===== config.mk =====
export PLATFORM = sky130hd
export DESIGN_NAME = uart_agent
export DESIGN_NICKNAME = d
export VERILOG_FILES = /design/src/rtl/uart_agent.sv
export SDC_FILE = /design/constraint.sdc
export NUM_CORES = 1
export LEC_CHECK = 0
export ABC_AREA = 1
export CAP_MARGIN = 20
export CORE_UTILIZATION = 57
export CTS_BUF_LIST = sky130_fd_sc_hd__clkbuf_4 sky130_fd_sc_hd__clkbuf_8
export CTS_CLUSTER_DIAMETER = 120
export CTS_CLUSTER_SIZE = 28
export DETAILED_ROUTE_END_ITERATION = 10
export PLACE_DENSITY = 0.83
export SETUP_SLACK_MARGIN = 0.5
export SLEW_MARGIN = 20
export SYNTH_ARGS = -nofsm -noshare
export SYNTH_HDL_FRONTEND = slang
export SYNTH_SLANG_ARGS = --single-unit

===== constraint.sdc =====
create_clock -name clk -period 2 [get_ports clk]
set_input_delay 0.4 -clock clk [delete_from_list [all_inputs] [get_ports clk]]
set_output_delay 0.4 -clock clk [all_outputs]
set_load 0.01 [all_outputs]

===== src/rtl/uart_agent.sv =====
// -----------------------------------------------------------------------------
// uart_agent
//   Clocked UART host agent. The transmitter serialises bytes onto
//   dut_uart_rxd; the receiver deserialises frames arriving on dut_uart_txd.
//   Bit timing for both directions comes from one integer divider (CLK_DIV
//   clk cycles per bit). TX and RX are fully independent.
//
// Parameters
//   CLK_DIV    clk cycles per bit (>= 4)
//   DATA_BITS  data bits per frame (5..8), LSB first
//   PARITY     0 none, 1 odd, 2 even
//   STOP_BITS  1 or 2
//
// Ports
//   clk, rst        clock, asynchronous active-high reset
//   tx_data         byte to send
//   tx_valid        tx_data valid
//   tx_ready        agent can accept a byte
//   dut_uart_rxd    serial line to the DUT (idle high, registered)
//   dut_uart_txd    serial line from the DUT (asynchronous)
//   rx_data         last received data
//   rx_valid        one-cycle strobe: rx_data / error flags updated
//   rx_parity_err   parity mismatch on the frame just strobed
//   rx_frame_err    first stop bit sampled low on the frame just strobed
//   tx_state_dbg    TX FSM state (0 idle, 1 start, 2 data, 3 parity, 4 stop)
//   rx_state_dbg    RX FSM state (same encoding)
//
// Handshake: a byte transfers on the rising clk edge where tx_valid and
// tx_ready are both 1. tx_data is captured on that edge, tx_ready drops from
// the next cycle and rises again in the final stop cycle of the frame, so a
// source holding tx_valid high gets back-to-back frames with no idle gap.
// -----------------------------------------------------------------------------
module uart_agent #(
  parameter int CLK_DIV   = 16,
  parameter int DATA_BITS = 8,
  parameter int PARITY    = 0,
  parameter int STOP_BITS = 1
) (
  input  logic                 clk,
  input  logic                 rst,
  input  logic [DATA_BITS-1:0] tx_data,
  input  logic                 tx_valid,
  output logic                 tx_ready,
  output logic                 dut_uart_rxd,
  input  logic                 dut_uart_txd,
  output logic [DATA_BITS-1:0] rx_data,
  output logic                 rx_valid,
  output logic                 rx_parity_err,
  output logic                 rx_frame_err,
  output logic [2:0]           tx_state_dbg,
  output logic [2:0]           rx_state_dbg
);

  localparam int CW = $clog2(STOP_BITS * CLK_DIV);

  localparam logic [CW-1:0] BIT_LD  = CW'(CLK_DIV - 1);
  localparam logic [CW-1:0] HALF_LD = CW'(CLK_DIV / 2 - 1);
  localparam logic [CW-1:0] STOP_LD = CW'(STOP_BITS * CLK_DIV - 1);
  localparam logic [2:0]    LAST    = 3'(DATA_BITS - 1);
  localparam logic          ODD     = (PARITY == 1);

  typedef enum logic [2:0] {
    S_IDLE   = 3'd0,
    S_START  = 3'd1,
    S_DATA   = 3'd2,
    S_PARITY = 3'd3,
    S_STOP   = 3'd4
  } state_t;

  // ---------------------------------------------------------------------------
  // Transmitter
  // ---------------------------------------------------------------------------
  state_t                tx_state, tx_state_n;
  logic [CW-1:0]         tx_cnt, tx_cnt_n;
  logic [2:0]            tx_idx, tx_idx_n;
  logic [DATA_BITS-1:0]  tx_shift, tx_shift_n;
  logic                  tx_par, tx_par_n;
  logic                  tx_line, tx_line_n;
  logic                  tx_rdy, tx_rdy_n;

  always_comb begin
    tx_state_n = tx_state;
    tx_cnt_n   = tx_cnt;
    tx_idx_n   = tx_idx;
    tx_shift_n = tx_shift;
    tx_par_n   = tx_par;
    tx_line_n  = tx_line;
    tx_rdy_n   = tx_rdy;

    case (tx_state)
      S_IDLE: begin
        tx_line_n = 1'b1;
      end
      S_START: begin
        if (tx_cnt == '0) begin
          tx_state_n = S_DATA;
          tx_line_n  = tx_shift[0];
          tx_cnt_n   = BIT_LD;
          tx_idx_n   = '0;
        end else begin
          tx_cnt_n = tx_cnt - 1'b1;
        end
      end
      S_DATA: begin
        if (tx_cnt == '0) begin
          if (tx_idx == LAST) begin
            if (PARITY != 0) begin
              tx_state_n = S_PARITY;
              tx_line_n  = tx_par;
              tx_cnt_n   = BIT_LD;
            end else begin
              tx_state_n = S_STOP;
              tx_line_n  = 1'b1;
              tx_cnt_n   = STOP_LD;
            end
          end else begin
            // Shift register keeps the next bit at [1]; drive it now so the
            // line changes on the same edge the bit boundary is reached.
            tx_shift_n = tx_shift >> 1;
            tx_line_n  = tx_shift[1];
            tx_idx_n   = tx_idx + 3'd1;
            tx_cnt_n   = BIT_LD;
          end
        end else begin
          tx_cnt_n = tx_cnt - 1'b1;
        end
      end
      S_PARITY: begin
        if (tx_cnt == '0) begin
          tx_state_n = S_STOP;
          tx_line_n  = 1'b1;
          tx_cnt_n   = STOP_LD;
        end else begin
          tx_cnt_n = tx_cnt - 1'b1;
        end
      end
      S_STOP: begin
        // Raise ready one edge early so it is visible in the last stop cycle.
        if (tx_cnt == CW'(1)) begin
          tx_rdy_n = 1'b1;
        end
        if (tx_cnt == '0) begin
          tx_state_n = S_IDLE;
        end else begin
          tx_cnt_n = tx_cnt - 1'b1;
        end
      end
      default: begin
        tx_state_n = S_IDLE;
        tx_line_n  = 1'b1;
        tx_rdy_n   = 1'b1;
      end
    endcase

    // tx_rdy is only high in IDLE or the final stop cycle, so acceptance
    // overrides whatever those states decided.
    if (tx_valid && tx_rdy) begin
      tx_state_n = S_START;
      tx_line_n  = 1'b0;
      tx_cnt_n   = BIT_LD;
      tx_shift_n = tx_data;
      tx_par_n   = (^tx_data) ^ ODD;
      tx_rdy_n   = 1'b0;
    end
  end

  always_ff @(posedge clk or posedge rst) begin
    if (rst) begin
      tx_state <= S_IDLE;
      tx_cnt   <= '0;
      tx_idx   <= '0;
      tx_shift <= '0;
      tx_par   <= 1'b0;
      tx_line  <= 1'b1;
      tx_rdy   <= 1'b1;
    end else begin
      tx_state <= tx_state_n;
      tx_cnt   <= tx_cnt_n;
      tx_idx   <= tx_idx_n;
      tx_shift <= tx_shift_n;
      tx_par   <= tx_par_n;
      tx_line  <= tx_line_n;
      tx_rdy   <= tx_rdy_n;
    end
  end

  assign dut_uart_rxd = tx_line;
  assign tx_ready     = tx_rdy;
  assign tx_state_dbg = tx_state;

  // ---------------------------------------------------------------------------
  // Receiver
  // ---------------------------------------------------------------------------
  logic [1:0]            rx_sync;
  logic                  rxs;
  state_t                rx_state, rx_state_n;
  logic [CW-1:0]         rx_cnt, rx_cnt_n;
  logic [2:0]            rx_idx, rx_idx_n;
  logic [DATA_BITS-1:0]  rx_shift, rx_shift_n;
  logic                  rx_pbit, rx_pbit_n;
  logic                  rx_armed, rx_armed_n;
  logic [DATA_BITS-1:0]  rx_data_q, rx_data_n;
  logic                  rx_valid_q, rx_valid_n;
  logic                  rx_perr_q, rx_perr_n;
  logic                  rx_ferr_q, rx_ferr_n;

  assign rxs = rx_sync[1];

  always_comb begin
    rx_state_n = rx_state;
    rx_cnt_n   = rx_cnt;
    rx_idx_n   = rx_idx;
    rx_shift_n = rx_shift;
    rx_pbit_n  = rx_pbit;
    rx_armed_n = rx_armed;
    rx_data_n  = rx_data_q;
    rx_valid_n = 1'b0;
    rx_perr_n  = rx_perr_q;
    rx_ferr_n  = rx_ferr_q;

    case (rx_state)
      S_IDLE: begin
        // After a frame error with the line still low (break), the line must
        // be seen high once before a falling edge is accepted as a start.
        if (rx_armed && !rxs) begin
          rx_state_n = S_START;
          rx_cnt_n   = HALF_LD;
        end else if (rxs) begin
          rx_armed_n = 1'b1;
        end
      end
      S_START: begin
        if (rx_cnt == '0) begin
          if (rxs) begin
            rx_state_n = S_IDLE;   // glitch, no strobe
          end else begin
            rx_state_n = S_DATA;
            rx_cnt_n   = BIT_LD;
            rx_idx_n   = '0;
          end
        end else begin
          rx_cnt_n = rx_cnt - 1'b1;
        end
      end
      S_DATA: begin
        if (rx_cnt == '0) begin
          rx_shift_n = {rxs, rx_shift[DATA_BITS-1:1]};
          rx_cnt_n   = BIT_LD;
          if (rx_idx == LAST) begin
            rx_state_n = (PARITY != 0) ? S_PARITY : S_STOP;
          end else begin
            rx_idx_n = rx_idx + 3'd1;
          end
        end else begin
          rx_cnt_n = rx_cnt - 1'b1;
        end
      end
      S_PARITY: begin
        if (rx_cnt == '0) begin
          rx_pbit_n  = rxs;
          rx_state_n = S_STOP;
          rx_cnt_n   = BIT_LD;
        end else begin
          rx_cnt_n = rx_cnt - 1'b1;
        end
      end
      S_STOP: begin
        // Only the first stop bit is sampled; returning to IDLE here lets a
        // following start edge be caught during any remaining stop time.
        if (rx_cnt == '0) begin
          rx_state_n = S_IDLE;
          rx_valid_n = 1'b1;
          rx_data_n  = rx_shift;
          rx_perr_n  = (PARITY != 0) ? ((^rx_shift) ^ rx_pbit ^ ODD) : 1'b0;
          rx_ferr_n  = !rxs;
          rx_armed_n = rxs;
        end else begin
          rx_cnt_n = rx_cnt - 1'b1;
        end
      end
      default: begin
        rx_state_n = S_IDLE;
      end
    endcase
  end

  always_ff @(posedge clk or posedge rst) begin
    if (rst) begin
      rx_sync    <= 2'b11;
      rx_state   <= S_IDLE;
      rx_cnt     <= '0;
      rx_idx     <= '0;
      rx_shift   <= '0;
      rx_pbit    <= 1'b0;
      rx_armed   <= 1'b1;
      rx_data_q  <= '0;
      rx_valid_q <= 1'b0;
      rx_perr_q  <= 1'b0;
      rx_ferr_q  <= 1'b0;
    end else begin
      rx_sync    <= {rx_sync[0], dut_uart_txd};
      rx_state   <= rx_state_n;
      rx_cnt     <= rx_cnt_n;
      rx_idx     <= rx_idx_n;
      rx_shift   <= rx_shift_n;
      rx_pbit    <= rx_pbit_n;
      rx_armed   <= rx_armed_n;
      rx_data_q  <= rx_data_n;
      rx_valid_q <= rx_valid_n;
      rx_perr_q  <= rx_perr_n;
      rx_ferr_q  <= rx_ferr_n;
    end
  end

  assign rx_data       = rx_data_q;
  assign rx_valid      = rx_valid_q;
  assign rx_parity_err = rx_perr_q;
  assign rx_frame_err  = rx_ferr_q;
  assign rx_state_dbg  = rx_state;

endmodule


## Word-level counts from Yosys, hierarchy flattened

Cells that the tools add are included.
W data, S select, Z words.

| operators by class | value |
|---|---|
| equality and inequality tests | 37 |
| reduce and logical (&&, ||, !) cells | 29 |
| add/subtract/negate cells | 4 |
| mux-type cells | 52 |

Operator list:

| operator | number |
|---|---|
| $mux W3 | 18 |
| $mux W4 | 8 |
| $mux W8 | 4 |
| $ne A2 B2 Y1 const B | 16 |
| $pmux W3 S5 | 2 |
| $ne A3 B3 Y1 const B | 8 |
| $pmux W4 S4 | 1 |
| $reduce_and A4 Y1 | 4 |
| $eq A3 B2 Y1 const B | 4 |
| $eq A3 B3 Y1 const B | 4 |
| $mux W1 | 12 |
| $pmux W3 S2 | 2 |
| $reduce_and A6 Y1 | 2 |
| $reduce_bool A2 Y1 | 5 |
| $logic_not A4 Y1 | 2 |
| $pmux W4 S2 | 1 |
| $reduce_and A2 Y1 | 4 |
| $sub A4 B1 Y4 const B | 2 |
| $add A3 B1 Y3 const B | 2 |
| $eq A3 B1 Y1 const B | 2 |
| $logic_not A3 Y1 | 2 |
| $reduce_and A5 Y1 | 1 |
| $eq A4 B1 Y1 const B | 1 |
| $ne A2 B1 Y1 const B | 2 |
| other kinds (11) | 13 |

| storage, ports and cells | value |
|---|---|
| bits in registers | 51 |
| word-level logic and storage cells | 137 |
| bits of input ports | 12 |

## Logic depth before layout (Yosys ltp)

| logic depth | value |
|---|---|
| word-level depth | 5 |
| depth in mapped cells | 9 |
| mapped depth without buffers | 9 |

## Worst setup path before layout

No wires, ideal clock.

| timing path | value |
|---|---|
| path type | register to register |
| start | reg tx_idx[0] |
| end | reg tx_shift[1] |
| slack | 0.616 ns |
| required time | 1.874 ns |
| buffers on the path | 1 |
| data arrival time | 1.257 ns |
| cell stages (with the launch flop) | 8 |
| cells stage by stage | dfrtp_1 > ha_1 > ha_1 > inv_1 > nand2_4 > o21ai_4 > buf_6 > o21ai_0 |

| on the way | value |
|---|---|
| word-level cells in the longest chain between the ends | 3 |

RTL lines:

| what | RTL line | text |
|---|---|---|
| start, declared | 75 | `logic [2:0] tx_idx, tx_idx_n;` |
| start signal, assigned | 179 | `tx_idx <= tx_idx_n;` |
| $eq A3 B3 Y1 | 106 | `if (tx_idx == LAST) begin` |
| $ne A2 B1 Y1 (no line) | - |  |
| $reduce_and A3 Y1 (no line) | - |  |
| end signal, assigned | 180 | `tx_shift <= tx_shift_n;` |
| end, declared | 76 | `logic [DATA_BITS-1:0] tx_shift, tx_shift_n;` |

No other way between the ends.
A chain may end at the register's enable or synchronous reset.

## Final worst setup path

| timing path | value |
|---|---|
| start | reg rx_state[0], in the netlist rx_state_dbg[0] |
| end | reg rx_state[2], in the netlist rx_state_dbg[2] |

| on the way | value |
|---|---|
| word-level cells in the longest chain between the ends | 3 |
| elaborated cells between the ends (all ways) | 13 |
| classes of those cells | 10 x eq/ne; 1 x mux; 2 x reduce/logical |

RTL lines:

| what | RTL line | text |
|---|---|---|
| start, declared | 196 | `state_t rx_state, rx_state_n;` |
| start signal, assigned | 302 | `rx_state <= rx_state_n;` |
| $eq A3 B2 Y1 (tied with other cells) | 221 | `case (rx_state)` |
| $ne A2 B2 Y1 (no line) | - |  |
| $reduce_and A6 Y1 (no line) | - |  |

Several ways; a longest one is shown, not always the timed one.

==> metrics.txt <==
pre-CTS setup slack 196 ps; WHS Endpoint rx_sync[1]; Max Fanout on Critical Path 5; clock buffer count from CTS 5; largest net degree at the start of global routing 52; CTS Sinks 51; DR DRC count 0; clock-pin slew on the worst setup and hold paths 110 ps; antenna-violating nets left 0; Flop pwr share 35.8%; Sw Pwr 1.70 mW; worst hold slack 367 ps; Clock Tree Root clkbuf_8; most frequent cells in the layout 98 x nand2_1, 42 x dfrtp_1, 39 x o21ai_0, 29 x inv_1, 16 x dlygate4sd2_1; hold buffer count at cts 0; vias per std cell 5.20; total chip power 4.00 mW; Hold Fails Final Rpt 0; vias in the first global route 1886; CTS tree built; Max-Cap Viols 0; Chip Width 68.6 um; global-route usage over all layers 23.4%; r2r startpoint rx_state_dbg[0]; Starting Density 61.1%; drt total wl 5.13 mm; Hold/Removal Path Class flop to flop; Achievable Freq 664 MHz; Routed WL per cell 12.5 um; RR Endpoint rx_state_dbg[2]; Ys Warns 0; die height 68.6 um; clock tree buffer depth 2; Placed Area 0.00286 mm^2; final core occ 76.6%; FF-to-FF path depth 6; first drt pass iteration count 4; Gate Count Post-Synth 315; post-detail-place hpwl 3.21 mm; row cnt 23; crit path buf inv count 1; hold path cells 0; Int Power 2.30 mW; number of buffers added on ports 29; H-tree depth 2; WP data required 2230 ps; Setup crit end kind flop; full die area 0.00471 mm^2; Tmin final 1510 ps; final non-filler cell total 410; drt initial violations 133; Syn Nets 335; share of layout cells above drive strength 1 21.7%; post-route cell area 0.00318 mm^2; status finished clean; worst reg2reg setup slack 490 ps; final setup violation count 0; crit path kind flop to flop; Clock Power Share 15.6%; CP delay by family, top compound AO/OA/AOI/OAI gates; FF+latch count, synth 51; Cells after DPL 390; Sw Ratio 42.5%; first-pass GRT wire length 8.02 mm; GP Congestion 0.838; slack of the critical path 494 ps; Peak VDD IR 862 uV; total gr overflow 0; Combinational Power Share 48.6%; most common cell after layout, fill and taps aside nand2_1; synth-to-layout area growth 25.5%; # IOs 31; Antenna diodes 0; Clock Skew 14.5 ps; Cell Area, Synth 0.00253 mm^2; DR vias 2133; Worst-Skew Late Latency 310 ps; final worst path period share 75.3%; worst hold start rx_sync[0]; Critical Path Most Common Cell o21ai_0; initial antenna violation count 0; count of cell types in the netlist 26; worst path arrival time 1730 ps; Syn Area/Cell 8.03 um^2; CP peak stage delay 410 ps; fin. max-slew vios 0; CP Cell Sequence buf_4 -> nor2_2 -> nor2_1 -> o21ai_0 -> nand2_1 -> o21ai_0; pwr/cell area 1260 mW/mm^2; post-synthesis sequential area ratio 50.7%; unrepaired setup endpoints after global routing yes; Fin Setup TNS 0 ps; nets 379; CP max-delay cell dfrtp_2; P_leak 1.60 nW; Core Area 0.00414 mm^2; CP Launch Type flop; CP Launch Point rx_state_dbg[0]
==> synthesized netlist by cell type <==
| cell | count | area share [%] |
|---|---|---|
| inv_2 | 2 | 0.30 |
| buf_2 | 2 | 0.40 |
| nor2_2 | 2 | 0.49 |
| o21ai_0 | 43 | 8.5 |
| nor2_1 | 19 | 2.8 |
| nand2_4 | 1 | 0.45 |
| nor2_4 | 2 | 0.89 |
| nand3b_1 | 1 | 0.30 |
| buf_6 | 3 | 1.3 |
| xor2_1 | 1 | 0.35 |
| ha_1 | 8 | 4.0 |
| a21oi_1 | 3 | 0.59 |
| o21ai_1 | 1 | 0.20 |
| inv_1 | 37 | 5.5 |
| conb_1 | 1 | 0.15 |
| dfstp_2 | 5 | 5.2 |
| dfrtp_1 | 46 | 45 |
| nand3_1 | 16 | 3.2 |
| nand2_2 | 3 | 0.74 |
| or2_2 | 2 | 0.49 |
| buf_4 | 1 | 0.30 |
| a21boi_0 | 1 | 0.30 |
| nand4_1 | 5 | 1.2 |
| nand2_1 | 108 | 16 |
| o21ai_4 | 1 | 0.64 |
| nor3_1 | 1 | 0.20 |
==> worst register-to-register path: stages, from the launching register on <==
cell	delay, ps
dfrtp_2	410
buf_4	160
nor2_2	130
nor2_1	80
o21ai_0	350
nand2_1	120
o21ai_0	170
==> power groups by stage <==
stage / clock network (mW) / logic (mW) / registers (mW)
detailed placement: 0 / 1.47 / 1.48
floorplan: 0 / 1.05 / 1.48
global route: 0.683 / 2.17 / 1.45
global placement: 0 / 1.43 / 1.48
finish: 0.624 / 1.94 / 1.43
CTS: 0.634 / 1.63 / 1.41
==> repair_timing <==
item                       CTS  global route
setup endpoints to repair   44            44
buffers inserted             8             3
pin swaps                    1             6
gates resized for setup     33            43
gates cloned                 0             1
==> routing by layer <==
layer / GRT usage [%] / vias up / share of wire, %
li1: - / 1081 / -
met1: 29.0 / 984 / 46
met2: 38.4 / 62 / 49
met3: 6.41 / 6 / 4.1
met4: 9.64 / 0 / 0.94
met5: 0 / - / 0
==> flip-flops by register name (all words and copies together), names as in the netlist <==
name          flops
rx_state_dbg      3
rx_cnt            4
rx_frame_err      1
rx_armed          1
tx_ready          1
tx_cnt            4
rx_idx            3
rx_shift          8
dut_uart_rxd      1
rx_sync           2
tx_state_dbg      3
tx_shift          8
rx_valid          1
tx_idx            3
rx_data           8
==> kinds of logic after synthesis <==
family | count (synthesis) | share of synthesized area (%)
buf+inv | 45 | 7.81
other cells | 1 | 0.148
compound gates | 49 | 10.2
simple gates | 160 | 26.8
fa+ha+maj | 8 | 3.96
flops | 51 | 50.7
xor+xnor | 1 | 0.346
==> worst max path at each step <==
stage / end / slack, ps / depth (start not counted)
global placement: tx_shift[2] / 250 / 7
CTS: tx_shift[5] / 510 / 9
finish: rx_state_dbg[2] / 490 / 6
floorplan: tx_shift[1] / 620 / 7
global route: rx_state_dbg[2] / 470 / 6
detailed placement: tx_cnt[0] / 200 / 7
==> layout make-up <==
type | count | area (um^2)
repair buffers | 43 | 415
clock buffers | 5 | 68.8
multi-input cells | 219 | 1160
clock inverters | 3 | 22.5
fillers | 298 | 968
inverters | 39 | 158
flip-flops and latches | 51 | 1290
well taps | 50 | 62.6
Power figures use the tool's default switching activity.
